==> config.mk <==
export PLATFORM = sky130hd
export DESIGN_NAME = sd_data_ctrl
export DESIGN_NICKNAME = d
export VERILOG_FILES = /design/src/rtl/sd_data_pkg.sv /design/src/rtl/sd_data_timeout_cnt.sv /design/src/rtl/sd_data_ctrl.sv
export SDC_FILE = /design/constraint.sdc
export NUM_CORES = 1
export LEC_CHECK = 0
export CORE_MARGIN = 2
export CORE_UTILIZATION = 54
export DETAILED_ROUTE_END_ITERATION = 10
export PLACE_DENSITY_LB_ADDON = 0.08
export SYNTH_ARGS = -nofsm -noshare
export SYNTH_HDL_FRONTEND = slang
export SYNTH_SLANG_ARGS = --single-unit
==> constraint.sdc <==
create_clock -name Clock -period 2.9 [get_ports Clock]
set_clock_uncertainty 0.2 [all_clocks]
set_input_delay 0.87 -clock Clock [delete_from_list [all_inputs] [get_ports Clock]]
set_output_delay 0.87 -clock Clock [all_outputs]
set_load 0.03 [all_outputs]
==> src/rtl/sd_data_pkg.sv <==
// Shared constants for the SD host data-path controller: state encoding,
// default widths and direction encoding.
package sd_data_pkg;

  localparam int unsigned BLK_W_DEF = 8;
  localparam int unsigned TO_W_DEF  = 16;

  localparam logic [2:0] IDLE    = 3'd0;
  localparam logic [2:0] SETUP   = 3'd1;
  localparam logic [2:0] WR_FIFO = 3'd2;
  localparam logic [2:0] TX      = 3'd3;
  localparam logic [2:0] RX      = 3'd4;
  localparam logic [2:0] RD_FIFO = 3'd5;
  localparam logic [2:0] DONE    = 3'd6;

  localparam logic DIR_WRITE = 1'b1;
  localparam logic DIR_READ  = 1'b0;

  // States in which the per-block timeout runs
  function automatic logic is_wait_state(input logic [2:0] st);
    return (st == WR_FIFO) || (st == TX) || (st == RX) || (st == RD_FIFO);
  endfunction

endpackage

==> src/rtl/sd_data_timeout_cnt.sv <==
// Saturating per-block timeout counter. `expired` compares the current count
// against the limit, so a limit of zero fires on the first counted cycle.
module sd_data_timeout_cnt #(
  parameter int unsigned TO_W = 16
) (
  input  logic            Clock,
  input  logic            Reset,
  input  logic            clear,
  input  logic            enable,
  input  logic [TO_W-1:0] limit,
  output logic            expired
);

  logic [TO_W-1:0] cnt_q, cnt_d;

  // Next count: clear wins, otherwise count up and hold at all-ones
  always_comb begin
    cnt_d = cnt_q;
    if (clear) begin
      cnt_d = '0;
    end else if (enable && (cnt_q != '1)) begin
      cnt_d = cnt_q + TO_W'(1);
    end
  end

  // Count register with synchronous reset
  always_ff @(posedge Clock) begin
    if (Reset) begin
      cnt_q <= '0;
    end else begin
      cnt_q <= cnt_d;
    end
  end

  assign expired = (cnt_q == limit);

endmodule

==> src/rtl/sd_data_ctrl.sv <==
// SD host data-path controller: sequences single/multi-block write and read
// transfers through the FIFO handshake, with a per-block timeout.
// All outputs are registered decodes of the next state.
// Optional macro SD_DATA_ACK_HANDSHAKE_EN: DONE holds until Ack_in.
module sd_data_ctrl
  import sd_data_pkg::*;
#(
  parameter int unsigned BLK_W = BLK_W_DEF,
  parameter int unsigned TO_W  = TO_W_DEF
) (
  input  logic             Clock,
  input  logic             Reset,
  input  logic             NewData,
  input  logic             WriteRead,
  input  logic [BLK_W-1:0] Blocks,
  input  logic             MultipleData,
  input  logic             Timeout_enable,
  input  logic [TO_W-1:0]  Timeout_reg,
  input  logic             Serial_ready,
  input  logic             Complete,
  input  logic             FIFO_ok,
  input  logic             Ack_in,
  output logic             Send,
  output logic             Direction,
  output logic             Idle,
  output logic             Data_transfer_complete,
  output logic             Timeout,
  output logic [BLK_W-1:0] Blocks_done
);

  logic [2:0]       state_q, state_d;
  logic             dir_q, dir_d;
  logic [BLK_W-1:0] blocks_q, blocks_d;
  logic             multi_q, multi_d;
  logic             to_en_q, to_en_d;
  logic [TO_W-1:0]  to_lim_q, to_lim_d;
  logic [BLK_W-1:0] bd_q, bd_d;
  logic             timeout_q, timeout_d;
  logic             send_q, send_d;
  logic             idle_q, idle_d;
  logic             dtc_q, dtc_d;

  logic [BLK_W-1:0] blk_tgt;
  logic [BLK_W-1:0] bd_inc;
  logic             expired;
  logic             to_fire;
  logic             cnt_clear;
  logic             cnt_enable;

`ifndef SD_DATA_ACK_HANDSHAKE_EN
  logic unused_ack_in;
  assign unused_ack_in = Ack_in;
`endif

  assign blk_tgt    = multi_q ? blocks_q : BLK_W'(1);
  assign bd_inc     = bd_q + BLK_W'(1);
  assign to_fire    = to_en_q && expired;
  // Every transition into a wait state is a state change, so this restarts the count
  assign cnt_clear  = (state_d != state_q);
  assign cnt_enable = to_en_q && is_wait_state(state_q);

  sd_data_timeout_cnt #(
    .TO_W (TO_W)
  ) u_timeout_cnt (
    .Clock   (Clock),
    .Reset   (Reset),
    .clear   (cnt_clear),
    .enable  (cnt_enable),
    .limit   (to_lim_q),
    .expired (expired)
  );

  // Next-state, latched configuration and Moore output decode
  always_comb begin
    state_d   = state_q;
    dir_d     = dir_q;
    blocks_d  = blocks_q;
    multi_d   = multi_q;
    to_en_d   = to_en_q;
    to_lim_d  = to_lim_q;
    bd_d      = bd_q;
    timeout_d = timeout_q;

    case (state_q)
      IDLE: begin
        if (NewData && Serial_ready) begin
          state_d   = SETUP;
          dir_d     = WriteRead;
          blocks_d  = Blocks;
          multi_d   = MultipleData;
          to_en_d   = Timeout_enable;
          to_lim_d  = Timeout_reg;
          timeout_d = 1'b0;
          bd_d      = '0;
        end
      end
      SETUP: begin
        if (blk_tgt == '0) begin
          state_d = DONE;
        end else if (dir_q == DIR_WRITE) begin
          state_d = WR_FIFO;
        end else begin
          state_d = RX;
        end
      end
      WR_FIFO: begin
        if (FIFO_ok) begin
          state_d = TX;
        end else if (to_fire) begin
          timeout_d = 1'b1;
          state_d   = DONE;
        end
      end
      TX: begin
        if (Complete) begin
          bd_d    = bd_inc;
          state_d = (bd_inc == blk_tgt) ? DONE : WR_FIFO;
        end else if (to_fire) begin
          timeout_d = 1'b1;
          state_d   = DONE;
        end
      end
      RX: begin
        if (Complete) begin
          state_d = RD_FIFO;
        end else if (to_fire) begin
          timeout_d = 1'b1;
          state_d   = DONE;
        end
      end
      RD_FIFO: begin
        if (FIFO_ok) begin
          bd_d    = bd_inc;
          state_d = (bd_inc == blk_tgt) ? DONE : RX;
        end else if (to_fire) begin
          timeout_d = 1'b1;
          state_d   = DONE;
        end
      end
      DONE: begin
`ifdef SD_DATA_ACK_HANDSHAKE_EN
        if (Ack_in) begin
          state_d = IDLE;
        end
`else
        state_d = IDLE;
`endif
      end
      default: state_d = IDLE;
    endcase

    send_d = (state_d == TX) || (state_d == RX);
    idle_d = (state_d == IDLE) || (state_d == DONE);
    dtc_d  = (state_d == DONE);
  end

  // State and output registers with synchronous reset
  always_ff @(posedge Clock) begin
    if (Reset) begin
      state_q   <= IDLE;
      dir_q     <= DIR_READ;
      blocks_q  <= '0;
      multi_q   <= 1'b0;
      to_en_q   <= 1'b0;
      to_lim_q  <= '0;
      bd_q      <= '0;
      timeout_q <= 1'b0;
      send_q    <= 1'b0;
      idle_q    <= 1'b1;
      dtc_q     <= 1'b0;
    end else begin
      state_q   <= state_d;
      dir_q     <= dir_d;
      blocks_q  <= blocks_d;
      multi_q   <= multi_d;
      to_en_q   <= to_en_d;
      to_lim_q  <= to_lim_d;
      bd_q      <= bd_d;
      timeout_q <= timeout_d;
      send_q    <= send_d;
      idle_q    <= idle_d;
      dtc_q     <= dtc_d;
    end
  end

  assign Send                   = send_q;
  assign Direction              = dir_q;
  assign Idle                   = idle_q;
  assign Data_transfer_complete = dtc_q;
  assign Timeout                = timeout_q;
  assign Blocks_done            = bd_q;

endmodule

==> results of run 1 <==
==> tightest hold or removal path: cells and delay by family, from the launching register on <==
| kind | cells | cell delay [ns] |
|---|---|---|
| AND/OR/NAND/NOR | 1 | 0.05 |
| flip-flops | 1 | 0.32 |
| AO/OA/AOI/OAI | 1 | 0.05 |
==> routing by layer <==
layer	global-route usage	vias to the layer above	share of wire
met1	0.317	1307	0.46
met5	0	-	0
met3	0.0407	7	0.044
li1	-	1402	-
met2	0.414	74	0.48
met4	0.0879	0	0.0099
==> synthesized netlist by cell type (all sizes together) (2+ instances only) <==
cell,n,area [um^2]
a21oi,38,190
nor2,35,159
nor2b,4,25.0
nand4b,3,26.3
inv,4,15.0
xnor3,2,45.0
a31oi,3,18.8
nand4,13,96.3
o21a,2,15.0
o211ai,2,15.0
and3,8,50.1
nand3b,4,33.8
and2,3,18.8
xnor2,24,210
o22ai,2,12.5
a21o,2,15.0
nand2,75,282
nor4,4,25.0
a22oi,4,30.0
o21ai,10,50.1
clkbuf,13,48.8
a311oi,3,26.3
nand2b,3,18.8
a211oi,4,30.0
buf,7,56.3
ha,2,25.0
xor2,16,140
and4,2,20.0
nor3,4,20.0
nand3,9,55.1
dfxtp,58,1160
==> final cells by class <==
| type | instances | area [um^2] | area share |
|---|---|---|---|
| clock buffers | 10 | 138 | 0.0358 |
| clock inverters | 6 | 65.1 | 0.0169 |
| inverters | 4 | 15.0 | 0.00391 |
| multi-input cells | 294 | 1810 | 0.472 |
| flip-flops and latches | 58 | 1160 | 0.302 |
| well taps | 72 | 90.1 | 0.0234 |
| repair buffers | 58 | 561 | 0.146 |
==> stage by stage <==
step | total power [mW] | util | setup slack (ns)
floorplan | 1.02 | - | 0.234
global placement | 1.13 | 0.661 | 0.0670
detailed placement | 1.13 | 0.661 | 0.0504
CTS | 1.89 | 0.698 | 0.234
global route | 1.95 | 0.698 | 0.0389
finish | 1.87 | 0.698 | 0.227
==> logic make-up (layout without fill, tap and decap cells) <==
logic type / after synthesis / count (layout) / share of synthesized area
adder cells (fa/ha/maj): 2 / 2 / 0.00810
multiplexers: 2 / 2 / 0.00810
AO/OA/AOI/OAI: 78 / 78 / 0.165
buffers and inverters: 24 / 78 / 0.0389
flip-flops: 58 / 58 / 0.376
AND/OR/NAND/NOR: 170 / 170 / 0.276
XOR/XNOR: 42 / 42 / 0.128
==> power groups by stage <==
stage	Sequential [mW]	Clock, mW	Combinational (mW)
3_5_place_dp	0.869	0	0.262
3_3_place_gp	0.868	0	0.258
6_report	0.851	0.759	0.263
2_1_floorplan	0.870	0	0.155
5_1_grt	0.855	0.809	0.291
4_1_cts	0.851	0.776	0.264
==> worst max-delay path by stage <==
stage | from | cells after the start | slack [ns] | to
CTS | Blocks_done[4]$_SDFFE_PP0P_ | 1 | 0.23 | Blocks_done[4]
floorplan | Blocks_done[0]$_SDFFE_PP0P_ | 9 | 0.23 | Send$_SDFF_PP0_
global route | Blocks_done[1]$_SDFFE_PP0P_ | 10 | 0.04 | Send$_SDFF_PP0_
global placement | NewData | 9 | 0.07 | u_timeout_cnt.cnt_q[2]$_SDFFE_PP0P_
finish | Blocks_done[4]$_SDFFE_PP0P_ | 1 | 0.23 | Blocks_done[4]
detailed placement | Serial_ready | 9 | 0.05 | u_timeout_cnt.cnt_q[3]$_SDFFE_PP0P_
==> flow_summary.ini, run 1 <==
[status]
status = completed

[synth]
syn-cell-area_um2 = 3090
synth-edff-count = 0
async_flop_share = 0
synthFlopType = dfxtp_1
yosysSeqAreaShare = 0.376
ys_types = 53
ys_ff_latch = 58
synthesis.instances = 376
synth_nets = 412
synth_area_per_cell_um2 = 8.22
ys_warn_count = 0

[die]
num_io_pins = 47
row_count = 27
coreArea_um2 = 5510
die_h_um = 79.6
initial_core_util = 0.561
dieArea_um2 = 6340
die_w_um = 79.6

[sta]
finalSetupViolCount = 0
hold_viol_final = 0
timing.final.crit_share = 0.922
tns_ns = 0
slew_viol_final = 0
period_needed_ns = 2.67
worst_slew_pin_slew_ns = 0.643
max_freq_mhz = 374
rsz0062_at_grt = false
slew-limit-headroom = 0.568
whs_ns = 0.268

[final_layout]
fillers = 477
final_common_cell = nand2_1
final_area_um2 = 3840
nets = 461
final_cell_mix = nand2_1 (75), dfxtp_1 (58), clkdlybuf4s50_1 (45)
antenna_cells = 0
drive_above_1_share = 0.121
stdcell_count = 502
areaGrowthSynthToFinish_pct = 24.4
largest_registers = to_lim_q: 16 flops, u_timeout_cnt.cnt_q: 16 flops

[global_routing]
grt_pass1_wl_um = 12300
grt_max_degree = 30
antenna_found_initial = 0
grt_overflow = 0
grt_pass1_vias = 2733
grt_use_total = 0.246

[cts]
clkSinkCount = 58
cts.htree.levels = 3
cts_tree = yes
insertion_delay_ns = 0.33
cts_buffers = 9
post_cts_resized = 0
clkSlewWorstSetupHoldPaths_ns = 0.07
cts_buffer_depth = 2
cts_setup_buffers = 0
cts_root_buf = clkbuf_8
hold_buffers = 0

[power]
cellLeakagePower_nw = 1.36
power_frac_seq = 0.454
combPwrFrac = 0.141
p_per_area_nw_per_um2 = 487
clockPowerShare = 0.405
switchingPower_uw = 501
p_int_mw = 1.37
peakVddDrop_v = 0.000340
switching_share = 0.267

[placed_design]
portBuffers = 45
dp_hpwl_um = 5030
dp.cells = 486
globalplace.congestion = 0.849
placed_cell_area_um2 = 3640

[detailed_routing]
ant_nets = 0
wire_per_inst_um = 14.2
routed_wl_um = 7150
vias = 2790
first_pass_iters = 4
drc_errors = 0
drt_iter0_markers = 137
viasPerCell = 5.56

[worst_hold_path]
hold_path_end = to_lim_q[10]$_SDFFE_PP0P_
hold_start = to_lim_q[10]$_SDFFE_PP0P_
whs_path_depth = 2
min_path_type = reg -> reg

[critical_path]
rr_endpoint = Send$_SDFF_PP0_
critical_path.top_delay_family = buffers and inverters
critPathRequiredTime_ns = 1.83
arrival_ns = 1.60
endpoint_kind = output port
r2r_cells = 10
reg2reg_from = Blocks_done[1]$_SDFFE_PP0P_
crit_slowest_cell = clkdlybuf4s50_1
crit_type = reg -> out
cp_slowest_stage_delay_ns = 0.74
rrSetupSlack_ns = 0.26
crit_buf_inv = 1
path_cells = clkdlybuf4s50_1
cp-start-kind = register
crit_fanout = 10

[run]
max_cap_violations = 0
(Power assumes the default switching activity.)
==> inputs of run 2 (changes only) <==
--- a/config.mk
+++ b/config.mk
@@ -5,8 +5,10 @@
 export SDC_FILE = /design/constraint.sdc
 export NUM_CORES = 1
 export LEC_CHECK = 0
+export CELL_PAD_IN_SITES_DETAIL_PLACEMENT = 0
+export CELL_PAD_IN_SITES_GLOBAL_PLACEMENT = 1
 export CORE_MARGIN = 2
-export CORE_UTILIZATION = 54
+export CORE_UTILIZATION = 40
 export DETAILED_ROUTE_END_ITERATION = 10
 export PLACE_DENSITY_LB_ADDON = 0.08
 export SYNTH_ARGS = -nofsm -noshare
==> run 2 against run 1 <==
Flip-flop and latch count stayed put. Final area up 2.0%. Critical path depth unchanged. Critical path type unchanged. Critical endpoint unchanged. Largest cell class unchanged. Highest routed layer unchanged.
==> flow_summary.ini, run 2 (same netlist as run 1, synthesis figures left out) <==
[cts]
hold_buffers = 0
cts_buffers = 9
cts_buffer_depth = 2
clkSlewWorstSetupHoldPaths_ns = 0.08
cts_tree = yes
insertion_delay_ns = 0.34
cts.htree.levels = 3
post_cts_resized = 0
cts_root_buf = clkbuf_8
clkSinkCount = 58
cts_setup_buffers = 0

[status]
status = completed

[global_routing]
grt_max_degree = 28
grt_pass1_vias = 2667
grt_overflow = 0
grt_pass1_wl_um = 12900
antenna_found_initial = 0
grt_use_total = 0.194

[sta]
max_freq_mhz = 373
slew_viol_final = 0
timing.final.crit_share = 0.924
slew-limit-headroom = 0.586
period_needed_ns = 2.68
hold_viol_final = 0
finalSetupViolCount = 0
worst_slew_pin_slew_ns = 0.617
tns_ns = 0
rsz0062_at_grt = false

[critical_path]
path_cells = clkdlybuf4s50_1
critical_path.top_delay_family = buffers and inverters
crit_type = reg -> out
crit_buf_inv = 1
cp-start-kind = register
cp_slowest_stage_delay_ns = 0.75
r2r_cells = 10
rrSetupSlack_ns = 0.28
critPathRequiredTime_ns = 1.83
crit_slowest_cell = clkdlybuf4s50_1
arrival_ns = 1.61
worst-path-stages = 1
rr_endpoint = Send$_SDFF_PP0_
reg2reg_from = Blocks_done[1]$_SDFFE_PP0P_
endpoint_kind = output port
crit_fanout = 10

[detailed_routing]
ant_nets = 0
vias = 2731
drt_iter0_markers = 97
viasPerCell = 5.11
drc_errors = 0
routed_wl_um = 7450
first_pass_iters = 4
wire_per_inst_um = 13.9

[die]
num_io_pins = 47
row_count = 32
initial_core_util = 0.406
dieArea_um2 = 8440
coreArea_um2 = 7610
die_w_um = 91.9
die_h_um = 91.9

[final_layout]
final_cell_mix = nand2_1 (75), dfxtp_1 (58), clkdlybuf4s50_1 (45)
fillers = 765
utilization = 0.515
areaGrowthSynthToFinish_pct = 26.9
drive_above_1_share = 0.125
antenna_cells = 0
largest_registers = to_lim_q: 16 flops, u_timeout_cnt.cnt_q: 16 flops
final_common_cell = nand2_1
nets = 463

[placed_design]
portBuffers = 45
globalplace.congestion = 0.849
dp_hpwl_um = 5510

[power]
p_per_area_nw_per_um2 = 500
finalPower_mw = 1.96
power_frac_seq = 0.434
switchingPower_uw = 519
p_int_mw = 1.44
peakVddDrop_v = 0.000257
combPwrFrac = 0.135
switching_share = 0.265
clockPowerShare = 0.431
cellLeakagePower_nw = 1.39

[worst_hold_path]
min_path_type = reg -> reg
whs_path_depth = 2
hold_path_end = to_lim_q[10]$_SDFFE_PP0P_
hold_start = to_lim_q[10]$_SDFFE_PP0P_

[run]
max_cap_violations = 0
run 2: worst max-delay path by stage:
stage                                      from  slack, ns                             endpoint
CTS                 Blocks_done[4]$_SDFFE_PP0P_       0.18                       Blocks_done[4]
global route        Blocks_done[1]$_SDFFE_PP0P_       0.09                      Send$_SDFF_PP0_
floorplan           Blocks_done[0]$_SDFFE_PP0P_       0.23                      Send$_SDFF_PP0_
detailed placement                      NewData       0.04  u_timeout_cnt.cnt_q[1]$_SDFFE_PP0P_
global placement                        NewData       0.06  u_timeout_cnt.cnt_q[2]$_SDFFE_PP0P_
finish              Blocks_done[4]$_SDFFE_PP0P_       0.22                       Blocks_done[4]
run 2: through the flow:
| stage | cell area, um^2 | instances | setup slack [ns] | hold WS (ns) |
|---|---|---|---|---|
| after floorplan | 3090 | 376 | 0.234 | 0.245 |
| after global placement | 3690 | 518 | 0.0572 | 0.261 |
| after detailed placement | 3690 | 518 | 0.0431 | 0.264 |
| after CTS | 3920 | 534 | 0.178 | 0.275 |
| after global routing | 3920 | 534 | 0.0936 | 0.299 |
| final | 3920 | 534 | 0.221 | 0.270 |
run 2: worst min-delay path, delay by kind of cell (launching register included):
family	cells	cell delay, ns
compound gates	1	0.05
simple gates	1	0.05
flops	1	0.32
run 2: metal layers:
| layer | vias to the layer above | global-route usage | routed length (um) |
|---|---|---|---|
| met5 | - | 0 | 0 |
| met4 | 0 | 0.0808 | 116 |
| met3 | 9 | 0.0411 | 295 |
| met2 | 51 | 0.286 | 3210 |
| met1 | 1262 | 0.273 | 3830 |
| li1 | 1409 | - | - |
run 2: power by group through the flow:
stage	Sequential (mW)	Combinational, mW	Clock, mW
final	0.852	0.264	0.845
after global routing	0.856	0.293	0.911
after detailed placement	0.870	0.265	0
after CTS	0.852	0.267	0.871
after global placement	0.870	0.265	0
after floorplan	0.870	0.155	0
run 2: final cells by class:
class | instances | area [um^2] | share of cell area
Tap cell | 102 | 128 | 0.0325
Timing Repair Buffer | 60 | 576 | 0.147
Inverter | 4 | 15.0 | 0.00383
Clock buffer | 9 | 124 | 0.0316
Multi-Input combinational cell | 294 | 1810 | 0.463
Sequential cell | 58 | 1160 | 0.296
Clock inverter | 7 | 104 | 0.0265
